--- src/rtl/vmem_write_arbiter.sv ---
// rtl/vmem_write_arbiter.sv - video memory write-port arbiter: CPU writes vs. hardware fill engine
// Optional feature: define VMEM_STALL_CNT_EN to add the 16-bit saturating stall_cnt output.
module vmem_write_arbiter #(
  parameter int ADDR_W = 13,
  parameter int DATA_W = 24
) (
  input  logic              clk,
  input  logic              rst_n,
  input  logic              cpu_req,
  input  logic [ADDR_W-1:0] cpu_addr,
  input  logic [DATA_W-1:0] cpu_data,
  output logic              cpu_ack,
  input  logic              fill_start,
  input  logic [ADDR_W-1:0] fill_base,
  input  logic [ADDR_W-1:0] fill_len,
  input  logic [DATA_W-1:0] fill_color,
  output logic              fill_busy,
  output logic              fill_done,
  output logic              web,
  output logic [ADDR_W-1:0] addrb,
  output logic [DATA_W-1:0] datab
`ifdef VMEM_STALL_CNT_EN
  ,
  output logic [15:0]       stall_cnt
`endif
);

  // One extra bit so a full-memory fill (len+1 = 2^ADDR_W) fits in the counter.
  localparam int CNT_W = ADDR_W + 1;

  typedef enum logic {
    S_IDLE = 1'b0,
    S_FILL = 1'b1
  } state_t;

  // Who owned the write port in the previous cycle; drives CPU/fill alternation.
  typedef enum logic [1:0] {
    G_NONE = 2'd0,
    G_CPU  = 2'd1,
    G_FILL = 2'd2
  } grant_t;

  state_t             state;
  state_t             state_n;
  grant_t             last_grant;
  logic [ADDR_W-1:0]  fill_addr;
  logic [DATA_W-1:0]  fill_data;
  logic [CNT_W-1:0]   fill_count;

  logic cpu_elig;
  logic cpu_grant;
  logic fill_grant;
  logic fill_accept;
  logic fill_last;

  // A CPU request is not eligible in its own ack cycle, so a held request
  // can never be written twice.
  assign cpu_elig = cpu_req & ~cpu_ack;

  // fill_busy is simply the FILL state; it falls on the edge that registers
  // the final fill write, together with fill_done.
  assign fill_busy = (state == S_FILL);

  // Next-state and grant decision for the current cycle.
  always_comb begin
    state_n     = state;
    cpu_grant   = 1'b0;
    fill_grant  = 1'b0;
    fill_accept = 1'b0;
    fill_last   = 1'b0;
    case (state)
      S_IDLE: begin
        // CPU always wins in IDLE; a simultaneous fill command is still latched
        // and starts competing from the next cycle.
        cpu_grant = cpu_elig;
        if (fill_start) begin
          fill_accept = 1'b1;
          state_n     = S_FILL;
        end
      end
      S_FILL: begin
        // Strict alternation with CPU priority: the CPU yields only if it
        // owned the port last cycle. fill_start is ignored here.
        if (cpu_elig && (last_grant != G_CPU)) begin
          cpu_grant = 1'b1;
        end else begin
          fill_grant = 1'b1;
        end
        fill_last = fill_grant && (fill_count == CNT_W'(1));
        if (fill_last) begin
          state_n = S_IDLE;
        end
      end
      default: begin
        state_n = S_IDLE;
      end
    endcase
  end

  // FSM state register.
  always_ff @(posedge clk or negedge rst_n) begin
    if (!rst_n) begin
      state <= S_IDLE;
    end else begin
      state <= state_n;
    end
  end

  // Fill engine context: latched on command, advanced on each fill grant.
  always_ff @(posedge clk or negedge rst_n) begin
    if (!rst_n) begin
      fill_addr  <= '0;
      fill_data  <= '0;
      fill_count <= '0;
    end else if (fill_accept) begin
      fill_addr  <= fill_base;
      fill_data  <= fill_color;
      fill_count <= {1'b0, fill_len} + CNT_W'(1);
    end else if (fill_grant) begin
      // Address wraps naturally modulo 2^ADDR_W.
      fill_addr  <= fill_addr + ADDR_W'(1);
      fill_count <= fill_count - CNT_W'(1);
    end
  end

  // Previous-cycle owner of the write port.
  always_ff @(posedge clk or negedge rst_n) begin
    if (!rst_n) begin
      last_grant <= G_NONE;
    end else if (cpu_grant) begin
      last_grant <= G_CPU;
    end else if (fill_grant) begin
      last_grant <= G_FILL;
    end else begin
      last_grant <= G_NONE;
    end
  end

  // Registered memory write port and handshake pulses; address/data hold
  // their last values when nobody is granted.
  always_ff @(posedge clk or negedge rst_n) begin
    if (!rst_n) begin
      web       <= 1'b0;
      addrb     <= '0;
      datab     <= '0;
      cpu_ack   <= 1'b0;
      fill_done <= 1'b0;
    end else begin
      web       <= cpu_grant | fill_grant;
      cpu_ack   <= cpu_grant;
      fill_done <= fill_last;
      if (cpu_grant) begin
        addrb <= cpu_addr;
        datab <= cpu_data;
      end else if (fill_grant) begin
        addrb <= fill_addr;
        datab <= fill_data;
      end
    end
  end

`ifdef VMEM_STALL_CNT_EN
  // Cycles in which the CPU asks (outside its ack cycle) but is not granted.
  always_ff @(posedge clk or negedge rst_n) begin
    if (!rst_n) begin
      stall_cnt <= '0;
    end else if (cpu_req && !cpu_ack && !cpu_grant && (stall_cnt != 16'hFFFF)) begin
      stall_cnt <= stall_cnt + 16'd1;
    end
  end
`endif

endmodule

--- config.mk ---
export PLATFORM = sky130hd
export DESIGN_NAME = vmem_write_arbiter
export DESIGN_NICKNAME = d
export VERILOG_FILES = /design/src/rtl/vmem_write_arbiter.sv
export SDC_FILE = /design/constraint.sdc
export NUM_CORES = 1
export LEC_CHECK = 0
export CAP_MARGIN = 15
export CORE_UTILIZATION = 48
export CTS_BUF_LIST = sky130_fd_sc_hd__clkbuf_4 sky130_fd_sc_hd__clkbuf_8 sky130_fd_sc_hd__clkbuf_16
export DETAILED_ROUTE_END_ITERATION = 12
export HOLD_SLACK_MARGIN = 0.12
export PLACE_DENSITY_LB_ADDON = 0.15
export SLEW_MARGIN = 20
export SYNTH_ARGS = -nofsm -noshare
export SYNTH_HDL_FRONTEND = slang
export SYNTH_SLANG_ARGS = --single-unit
--- constraint.sdc ---
create_clock -name clk -period 2.1 [get_ports clk]
set_input_delay 0.21 -clock clk [delete_from_list [all_inputs] [get_ports clk]]
set_output_delay 0.21 -clock clk [all_outputs]
set_load 0.05 [all_outputs]
---- Yosys cells after proc, flatten, opt, wreduce, memory -nomap -nowiden ----
Index checks and enable logic that the tools add are counted.
word-level totals
  flip-flop bits (word level) ............. 94
  bits of input ports ..................... 91
  output and inout bits ................... 41
  word-level logic and storage cells ...... 43
cells by class
  add/subtract/negate cells ............... 3
  equality and inequality tests ........... 2
  multiplexer cells ....................... 20
  bitwise gates (word level) .............. 4
  reductions and logical operators ........ 4
operators by type and width
  cell                                                                  count
  13-bit 2-to-1 mux                                                     4
  24-bit 2-to-1 mux                                                     2
  14-bit 2-to-1 mux                                                     2
  13-bit by 1-bit adder with 14-bit output, second input constant       1
  14-bit by 1-bit == test with 1-bit output, second input constant      1
  14-bit by 1-bit subtractor with 14-bit output, second input constant  1
  13-bit by 1-bit adder with 13-bit output, second input constant       1
  1-bit 2-to-1 mux                                                      8
  2-bit 2-to-1 mux                                                      2
  1-bit case mux with 2 select lines                                    2
  2-bit nonzero test                                                    2
  1-bit logical AND                                                     2
  2-bit by 1-bit != test with 1-bit output, second input constant       1
  1-bit NOT                                                             2
  1-bit bitwise AND                                                     1
  1-bit OR                                                              1

---- Depth between registers and ports, before layout ----
Gate-level depths: netlist (run 1).
  depth in word-level cells ............... 8
  gate-level depth with buffers ........... 7
  mapped depth without buffers ............ 6

---- Least setup slack after synthesis (run 1) ----
No wires, ideal clock.
  path type ............................... reg2reg
  from .................................... reg last_grant[0]
  to ...................................... reg fill_addr[9]
  setup time .............................. 0.124 ns
  arrival ................................. 1.733 ns
  required time ........................... 1.976 ns
  slack ................................... 0.243 ns
  cell stages (with the launch flop) ...... 7
  path buffers ............................ 1
  period minus slack after synthesis ...... 1.857 ns
  cell sequence ........................... dfrtp_1 > nand2b_1 > buf_2 > inv_2 > nor4_4 > a21oi_1 > a211o_1
on the way
  word-level cells in the longest chain between the ends .. 6
ends and longest elaborated chain
  element                                   RTL line  source
  start: declaration                        45        grant_t last_grant;
  start signal: assignment                  129       last_grant <= G_NONE;
  start signal: assignment                  131       last_grant <= G_CPU;
  start signal: assignment                  133       last_grant <= G_FILL;
  2-bit by 1-bit != test with 1-bit output  84        if (cpu_elig && (last_grant != G_CPU)) begin
  1-bit logical AND                         84
  1-bit 2-to-1 mux                          84
  1-bit 2-to-1 mux (2 in a row)             71        case (state)
  2-bit nonzero test (no line)              n/a
  end signal: assignment                    116       fill_addr <= fill_base;
  end signal: assignment                    121       fill_addr <= fill_addr + ADDR_W'(1);
  end: declaration                          46        logic [ADDR_W-1:0] fill_addr;
Every way passes these cells. The select of a mux whose other input is x is not followed.
A chain may end at the register's enable or synchronous reset.

---- Final worst setup path (run 1) ----
  from .................................... reg fill_count[0]
  to ...................................... reg fill_count[10]
on the way
  word-level cells in the longest chain between the ends .. 3
ends and longest elaborated chain
  element                                        RTL line  source
  start: declaration                             48        logic [CNT_W-1:0] fill_count;
  start signal: assignment                       118       fill_count <= {1'b0, fill_len} + CNT_W'(1);
  start signal: assignment                       122       fill_count <= fill_count - CNT_W'(1);
  14-bit by 1-bit subtractor with 14-bit output  122
  14-bit 2-to-1 mux                              119       end else if (fill_grant) begin
  14-bit 2-to-1 mux                              115       end else if (fill_accept) begin
Every way passes these cells. The select of a mux whose other input is x is not followed.

==> run summary, run 1 <==
Highest ir drop seen on vdd: 617 uV. The antenna diode count was 0. TritonCTS built the clock tree.

The shortest period the worst path allows is 2.00 ns. The number of antenna violations at the first check in global routing came out at 0. For the instance count of the mapped netlist, the log shows 479.

Global routing consumed, on the met2 layer, 39.3% of the routing resources. For this run, the post-layout net count is 707. The die covers 0.00979 mm2. The largest stage delay on the critical path was 0.46 ns; the area of the mapped netlist was 0.00451 mm2. The tool flagged a number of max-cap violations equal to 0.

Post-synthesis cell type with the largest combined area: sky130_fd_sc_hd__dfrtp_1. By startpoint and endpoint, the worst setup path is classified as register to register. Register bit count reported by yosys: 92.

Path category of the worst min-delay check: primary input to register. The worst register-to-register path has a setup slack of 0.10 ns. In this run the tool buffered the top-level ports with 131 buffer cells. The tools report the overall routed net length as 11500 um. The number of slew-limit violations in the final report is 0.

For the DRC violation total after the first TritonRoute iteration, the log shows 153. The number of H-tree levels was 3. The tools report the element type at the critical path end as a register. The worst reg2reg path startpoint was fill_count[0]$_DFFE_PN0P_. Reg-to-reg endpoint: fill_count[10]$_DFFE_PN0P_.

The run finished with clean final reports. The pre-antenna-repair detailed-routing pass consisted of 4 iterations. The most used flip-flop cell after synthesis is sky130_fd_sc_hd__dfrtp_1. The run gives 67.9% as the core utilization of the finished layout. In the layout the commonest cells are 129 x sky130_fd_sc_hd__clkdlybuf4s50_1, 124 x sky130_fd_sc_hd__nand2_1, 90 x sky130_fd_sc_hd__dfrtp_1, 48 x sky130_fd_sc_hd__o21ai_0, 38 x sky130_fd_sc_hd__mux2i_1. The library cell used most frequently in the layout, excluding fill and tap cells, is sky130_fd_sc_hd__clkdlybuf4s50_1. Dividing the detail-routed wire length by the instance count gives 15.8 um.

The tools report the critical path data required time as 2.37 ns. For met3 alone, demand over resource in global routing was 5.18%. At the worst endpoint, the arrival time is 2.27 ns. Row generation in the floorplan step produced 35 rows. For the TritonCTS buffer count, the log shows 9.

The proportion of synthesized flip-flops having asynchronous set or reset is 100%, and the leakage component of the power is 2.91 nW. The final hold violation count was 0; the actual transition at the worst max-transition pin was 0.675 ns. The standard cell area after detailed placement is 0.00599 mm2. In the routed design, unresolved DRC markers number 0. The run gives 3964 as the via count. In this run, placement finished with an instance count of 710.

The average vias per placed instance is 5.45, and the global-route congestion overflow total is 0. The top-level port count came out at 132. At the later pin of the worst-skew pair, clock insertion delay measures 0.37 ns. When the netlist entered floorplanning its net count stood at 574. The run gives 0.362 ns as the worst hold margin. The critical path starts at fill_count[0]$_DFFE_PN0P_. Layout cell share with drive strength beyond 1: 7.78%. The share of synthesized area in the top cell type comes to 51.0%. The worst setup path is launched from a register. Setup violations remaining at the end of the flow were counted as 0. The cell sitting at the root of the clock tree is a sky130_fd_sc_hd__clkbuf_8. The floorplan step set the die width to 98.9 um. Along the worst hold path, the cell count comes to 3. The power density normalized to cell area was 906 mW/mm2; the maximum clock frequency was 500 MHz.

The clock transition time at the flip-flop clock pins of the worst setup and hold paths was 0.10 ns; the starting density of the core was 49.3%. The cell count of the worst reg-to-reg path was 7. Clock skew on the completed layout was measured at 0.0104 ns. Worst max-slew margin expressed relative to the limit: 54.5%.

The number of global-route vias before repair was 3991. Ratio of final minimum period to clock period: 95.2%. For this run, global-route usage on met1 was measured as 34.4%.

The floorplan step set the die height to 98.9 um. The most used routing layer in global routing was met2. The area growth from synthesis to layout is 37.9%.

Number of synthesized flops with an enable pin: 0. In this run the deepest clock path goes through 2 buffers. The number of different library cells used by synthesis comes to 49. The logs give 0 for the total of warnings raised by yosys and 728 for the count of placed standard cells in the final layout, fillers left out.

The number of antenna-violating nets in the routed design was 0. The signal on the critical path passes through inv_1 > ha_1 > nor3b_4 > nand4_1 > buf_4 > or3_1 > o211ai_1. The routability-driven placement congestion ratio came out at 0.889. The synthesized area per cell was 9.42 um2. The first global-routing pass estimated 19200 um of wire. The tools report the half-perimeter wire length after detailed placement as 8030 um. By area the synthesized netlist is led by sky130_fd_sc_hd__dfrtp_1 51%, sky130_fd_sc_hd__nand2_1 10%, sky130_fd_sc_hd__mux2i_1 8.4%. Maximum fanout encountered on the critical timing path: 5. The tools report the end of the critical path as fill_count[10]$_DFFE_PN0P_. The slowest stage of the critical path is the sky130_fd_sc_hd__dfrtp_2 cell.

Across every metal layer, demand over resource in global routing totals 25.0%. Fill cells in the final layout number 727. The number of sinks driven by the clock tree is 92. After routing the design area is 0.00622 mm2.

Summing the sequential cell areas from Yosys gives 51.0% of the chip area. The logs give 93 for the largest net degree at the start of global routing and 0.00915 mm2 for the core region area.
==> logic make-up (layout without fill, tap and decap cells) <==
group                      after synthesis  in the layout  synth area share [%]
xor gates and xnor gates                12             12                  2.33
AOI/OAI and AO/OA                       90             90                  12.2
buffers and inverters                   36            174                  3.44
DFF                                     92             92                  51.0
muxes                                   38             38                  8.43
and+or+nand+nor                        207            207                  21.4
adders and majority gates                4              4                  1.11
==> sequential cells by signal, indices dropped and copies added (netlist names) <==
| name | flops |
|---|---|
| fill_addr | 13 |
| addrb | 13 |
| fill_busy | 1 |
| last_grant | 1 |
| web | 1 |
| fill_done | 1 |
| datab | 24 |
| fill_data | 24 |
| fill_count | 14 |
==> critical path: cells and delay by family (launching register included) <==
family | cells | cell delay, ns
flip-flops | 1 | 0.46
buffers and inverters | 2 | 0.31
adder cells (fa/ha/maj) | 1 | 0.21
AO/OA/AOI/OAI | 1 | 0.12
AND/OR/NAND/NOR | 3 | 0.80
==> power by group <==
| part | internal (mW) | switching [mW] | total, mW |
|---|---|---|---|
| combinational | 0.767 | 1.04 | 1.81 |
| clock | 0.571 | 0.681 | 1.25 |
| sequential | 2.16 | 0.411 | 2.57 |
==> final cells by class <==
| cell class | count | area (um2) | area share [%] |
|---|---|---|---|
| Multi-Input combinational cell | 351 | 2070 | 33.3 |
| Sequential cell | 92 | 2300 | 37.1 |
| Tap cell | 111 | 139 | 2.23 |
| Clock buffer | 9 | 124 | 1.99 |
| Timing Repair Buffer | 148 | 1460 | 23.5 |
| Inverter | 10 | 37.5 | 0.604 |
| Clock inverter | 7 | 82.6 | 1.33 |
==> per-layer routing <==
| metal | vias up | routed length [um] |
|---|---|---|
| li1 | 1937 | - |
| met1 | 1894 | 5300 |
| met2 | 118 | 5280 |
| met3 | 15 | 721 |
| met4 | 0 | 173 |
| met5 | - | 0 |
==> worst min-delay path by stage <==
stage | start | to | slack [ns]
finish | fill_color[4] | fill_data[4]$_DFFE_PN0P_ | 0.36
global route | fill_color[17] | fill_data[17]$_DFFE_PN0P_ | 0.37
CTS | fill_color[17] | fill_data[17]$_DFFE_PN0P_ | 0.36
detailed placement | rst_n | fill_count[2]$_DFFE_PN0P_ | 0.29
global placement | rst_n | fill_count[2]$_DFFE_PN0P_ | 0.29
floorplan | rst_n | addrb[0]$_DFFE_PN0P_ | -0.09
==> synth_stat cells, drive strengths merged, types with 2 or more instances <==
master and count:
a211o 3, a211oi 5, a21o 2, a21oi 6
a311oi 3, a31oi 5, and3 2, and4 4
buf 16, clkbuf 10, dfrtp 92, ha 4
inv 10, mux2i 38, nand2 124, nand2b 2
nand3 10, nand4 8, nor2 24, nor3 13
nor4 7, o211ai 7, o21a 2, o21ai 48
o22ai 2, or3 7, xnor2 6, xor2 6
==> per-stage QoR <==
step	setup TNS (ns)	setup slack, ns	total power, mW
floorplan	0	0.243	3.65
global placement	0	0.232	4.34
detailed placement	0	0.147	4.39
CTS	0	0.112	5.65
global route	-0.0212	-0.0212	5.97
finish	0	0.102	5.63
==> timing repair <==
item / CTS / global route
endpoints found under the setup margin: 0 / 2
endpoints found under the hold margin: 92 / 0
setup buffers: 0 / 1
gates resized for setup: 0 / 2
hold buffers: 1 / 0
No activity file was read; power rests on OpenSTA's default activity.
==> run 2: changes to the inputs <==
==> constraint.sdc (replaced) <==
create_clock -name clk -period 2.1 [get_ports clk]
set_input_delay 0.21 -clock clk [delete_from_list [all_inputs] [get_ports clk]]
set_output_delay 0.21 -clock clk [all_outputs]
set_load 0.01 [all_outputs]
==> run summary, run 2 (synthesized netlist as in run 1, its figures left out) <==
The number of slew-limit violations in the final report was 0 (unchanged); the total routing resource utilization after global routing was 24.7% (was 25.0%). The setup TNS after final layout was 0 ns (unchanged); the number of buffer and inverter stages on the critical path was 2 (unchanged). The highest ir drop seen on vdd came out at 402 uV (was 617 uV). The worst max-slew margin expressed relative to the limit is 49.4% (was 54.5%).

Overall die width: 98.9 um (unchanged). The tools report the root buffer selected by CTS as sky130_fd_sc_hd__clkbuf_8 (unchanged). Global-route congestion overflow total: 0 (unchanged). The kind of launch point of the worst setup path is a register (unchanged). The number of antenna-violating nets in the routed design is 0 (unchanged).

The maximum clock frequency is 506 MHz (was 500 MHz), and the area growth from synthesis to layout is 36.9% (was 37.9%). Half-perimeter wire length after detailed placement: 8200 um (was 8030 um). Overall routed net length: 11500 um (about the same). The average vias per placed instance was 5.38 (was 5.45). Core region area: 0.00915 mm2 (unchanged).

Shortest period the worst path allows: 1.98 ns (was 2.00 ns). The run gives 3832 (was 3991) as the number of global-route vias before repair. Element type at the critical path end: a register (unchanged). The die area is 0.00979 mm2 (unchanged). Highest-count cells in the layout ignoring fill and taps: 130 x sky130_fd_sc_hd__clkdlybuf4s50_1, 124 x sky130_fd_sc_hd__nand2_1, 91 x sky130_fd_sc_hd__dfrtp_1, 48 x sky130_fd_sc_hd__o21ai_0, 38 x sky130_fd_sc_hd__mux2i_1 (was 129 x sky130_fd_sc_hd__clkdlybuf4s50_1, 124 x sky130_fd_sc_hd__nand2_1, 90 x sky130_fd_sc_hd__dfrtp_1, 48 x sky130_fd_sc_hd__o21ai_0, 38 x sky130_fd_sc_hd__mux2i_1). The final count of negative-setup-slack endpoints was 0 (unchanged).

The count of buffers from port buffering was 131 (unchanged). Most used routing layer in global routing: met2 (unchanged). For the number of sinks driven by the clock tree, the log shows 92 (unchanged). The vertical die dimension was 98.9 um (unchanged). The path type of the worst setup path is register to register (unchanged). The critical path data required time was 2.36 ns (was 2.37 ns).

The worst-path cell with the longest stage delay was sky130_fd_sc_hd__dfrtp_1 (was sky130_fd_sc_hd__dfrtp_2). Final hold violation count: 0 (unchanged). The number of max-cap violations was 0 (unchanged); the DRC violation total after the first TritonRoute iteration was 153 (unchanged). The startpoint of the worst setup timing path was fill_count[0]$_DFFE_PN0P_ (unchanged). The met1 routing resource usage after global routing is 33.4% (was 34.4%), and the first-pass GRT wire length is 18900 um (was 19200 um).

The clock transition time at the flip-flop clock pins of the worst setup and hold paths is 0.10 ns (about the same), and the fraction of met2 tracks used by global routing is 40.2% (was 39.3%). Largest regs: datab: 24 flops, fill_data: 24 flops, fill_count: 14 flops (unchanged). The path category of the worst min-delay check was primary input to asynchronous set/reset pin (was primary input to register).

The routability-driven placement congestion ratio was 0.839 (was 0.889). The logs give 2 (unchanged) for the maximum clock insertion buffer count and 3 (unchanged) for the number of H-tree levels. The power density normalized to cell area came out at 817 mW/mm2 (was 906 mW/mm2). TritonCTS built the clock tree. The tools report the remaining routing DRC violations as 0 (unchanged). The global routing met3 resource utilization was 4.68% (was 5.18%). The worst reg2reg path startpoint was fill_count[0]$_DFFE_PN0P_ (unchanged). Top-level port count: 132 (unchanged). For the count of nets after finishing, the log shows 707 (unchanged). The number of antenna violations at the first check in global routing was 0 (unchanged); the maximum fanout encountered on the critical timing path was 5 (unchanged). The minimum setup slack in the final design came out at 0.123 ns (was 0.102 ns). The layout cell share with drive strength beyond 1 is 7.46% (was 7.78%). The largest stage delay on the critical path is 0.44 ns (was 0.46 ns). The logs give 3918 (was 3964) for the via count and 44 (was 93) for the largest net degree at the start of global routing.

The detailed-routing iteration count for the pre-antenna-repair pass is 6 (was 4). For the pre-CTS setup slack, the log shows 0.113 ns (was 0.147 ns). The TritonCTS buffer count was 9 (unchanged); the starting density of the core was 49.3% (unchanged).

The depth of the critical timing path with buffers and inverters included came out at 7 (unchanged). Cell family with the largest share of critical-path delay: simple AND/OR/NAND/NOR gates (unchanged). The worst clock skew was 0.0145 ns (was 0.0104 ns); the routed wirelength normalized by instance count was 15.7 um (was 15.8 um). Setup repair after global routing left no endpoint under its margin. Data arrival time of the critical path: 2.24 ns (was 2.27 ns). The run finished with clean final reports. The leakage component of the power was 2.89 nW (was 2.91 nW). The actual transition at the worst max-transition pin is 0.750 ns (was 0.675 ns), and the cell count of the worst reg-to-reg path is 7 (unchanged). CP Cell Sequence: inv_1 > ha_1 > nor3b_2 > nand4_1 > buf_4 > or3_2 > o211ai_1 (was inv_1 > ha_1 > nor3b_4 > nand4_1 > buf_4 > or3_1 > o211ai_1). The tools report the antenna diode count as 0 (unchanged). The ratio of final minimum period to clock period is 94.2% (was 95.2%), and the clock latency of the later-clocked register in the worst-skew pair is 0.35 ns (was 0.37 ns).

The tools report the core utilization of the finished layout as 67.5% (was 67.9%). Total number of placement rows: 35 (unchanged). The most common library cell in the layout ignoring fill and taps is sky130_fd_sc_hd__clkdlybuf4s50_1 (unchanged).
==> run 2: cell types whose count changed in the layout (fill, tap and decap cells not counted) <==
cell                              change
sky130_fd_sc_hd__clkdlybuf4s50_1      +1
sky130_fd_sc_hd__clkinv_2             +1
sky130_fd_sc_hd__nor3b_4              -1
sky130_fd_sc_hd__nor3b_2              +1
sky130_fd_sc_hd__dfrtp_2              -1
sky130_fd_sc_hd__buf_12               -1
sky130_fd_sc_hd__clkbuf_4             +1
sky130_fd_sc_hd__dfrtp_1              +1
sky130_fd_sc_hd__bufinv_16            -1
sky130_fd_sc_hd__inv_6                -3
sky130_fd_sc_hd__clkinv_4             +3
sky130_fd_sc_hd__clkinvlp_4           -1
==> run 2: worst paths after layout <==
| check | to | slack [ns] |
|---|---|---|
| setup / recovery | fill_count[8]$_DFFE_PN0P_ | 0.12 |
| hold / removal | fill_count[2]$_DFFE_PN0P_ | 0.37 |
| setup reg to reg | fill_count[8]$_DFFE_PN0P_ | 0.12 |
| hold reg to reg | fill_data[18]$_DFFE_PN0P_ | 0.48 |
| max in group asynchronous | fill_busy$_DFF_PN0_ | 1.08 |
| min in group clk | fill_data[4]$_DFFE_PN0P_ | 0.37 |
==> run 2: power breakdown <==
part	switching, mW	internal, mW
clock network	0.654	0.457
registers	0.394	2.16
logic	0.621	0.766
==> run 2: metal layers <==
metal	vias to the layer above	routed length (um)
li1	1946	-
met1	1862	5150
met2	102	5520
met3	8	692
met4	0	96
met5	-	0
==> run 2: final cells by class <==
cell class	instances	area [um2]
inverter	10	37.5
clock buffer	10	131
fill	767	2980
tap	111	139
timing repair buffer	148	1450
clock inverter	6	50.0
sequential	92	2300
multi-input combinational	351	2060
==> run 2: what timing repair did <==
action                                  4_1_cts  5_1_grt
buffers inserted                              0        1
endpoints found under the setup margin        0        1
hold endpoints to repair                     41        0
hold buffers                                  1        0
resized for setup                             0        0
==> run 2: metrics by stage <==
stage / total power [mW] / instances / cell area [um2] / hold WS, ns
floorplan: 3.23 / 479 / 4510 / -0.0856
CTS: 5.09 / 727 / 6170 / 0.359
global placement: 3.90 / 710 / 5980 / 0.234
detailed placement: 3.97 / 710 / 5980 / 0.239
finish: 5.05 / 728 / 6180 / 0.373
global route: 5.37 / 728 / 6180 / 0.376
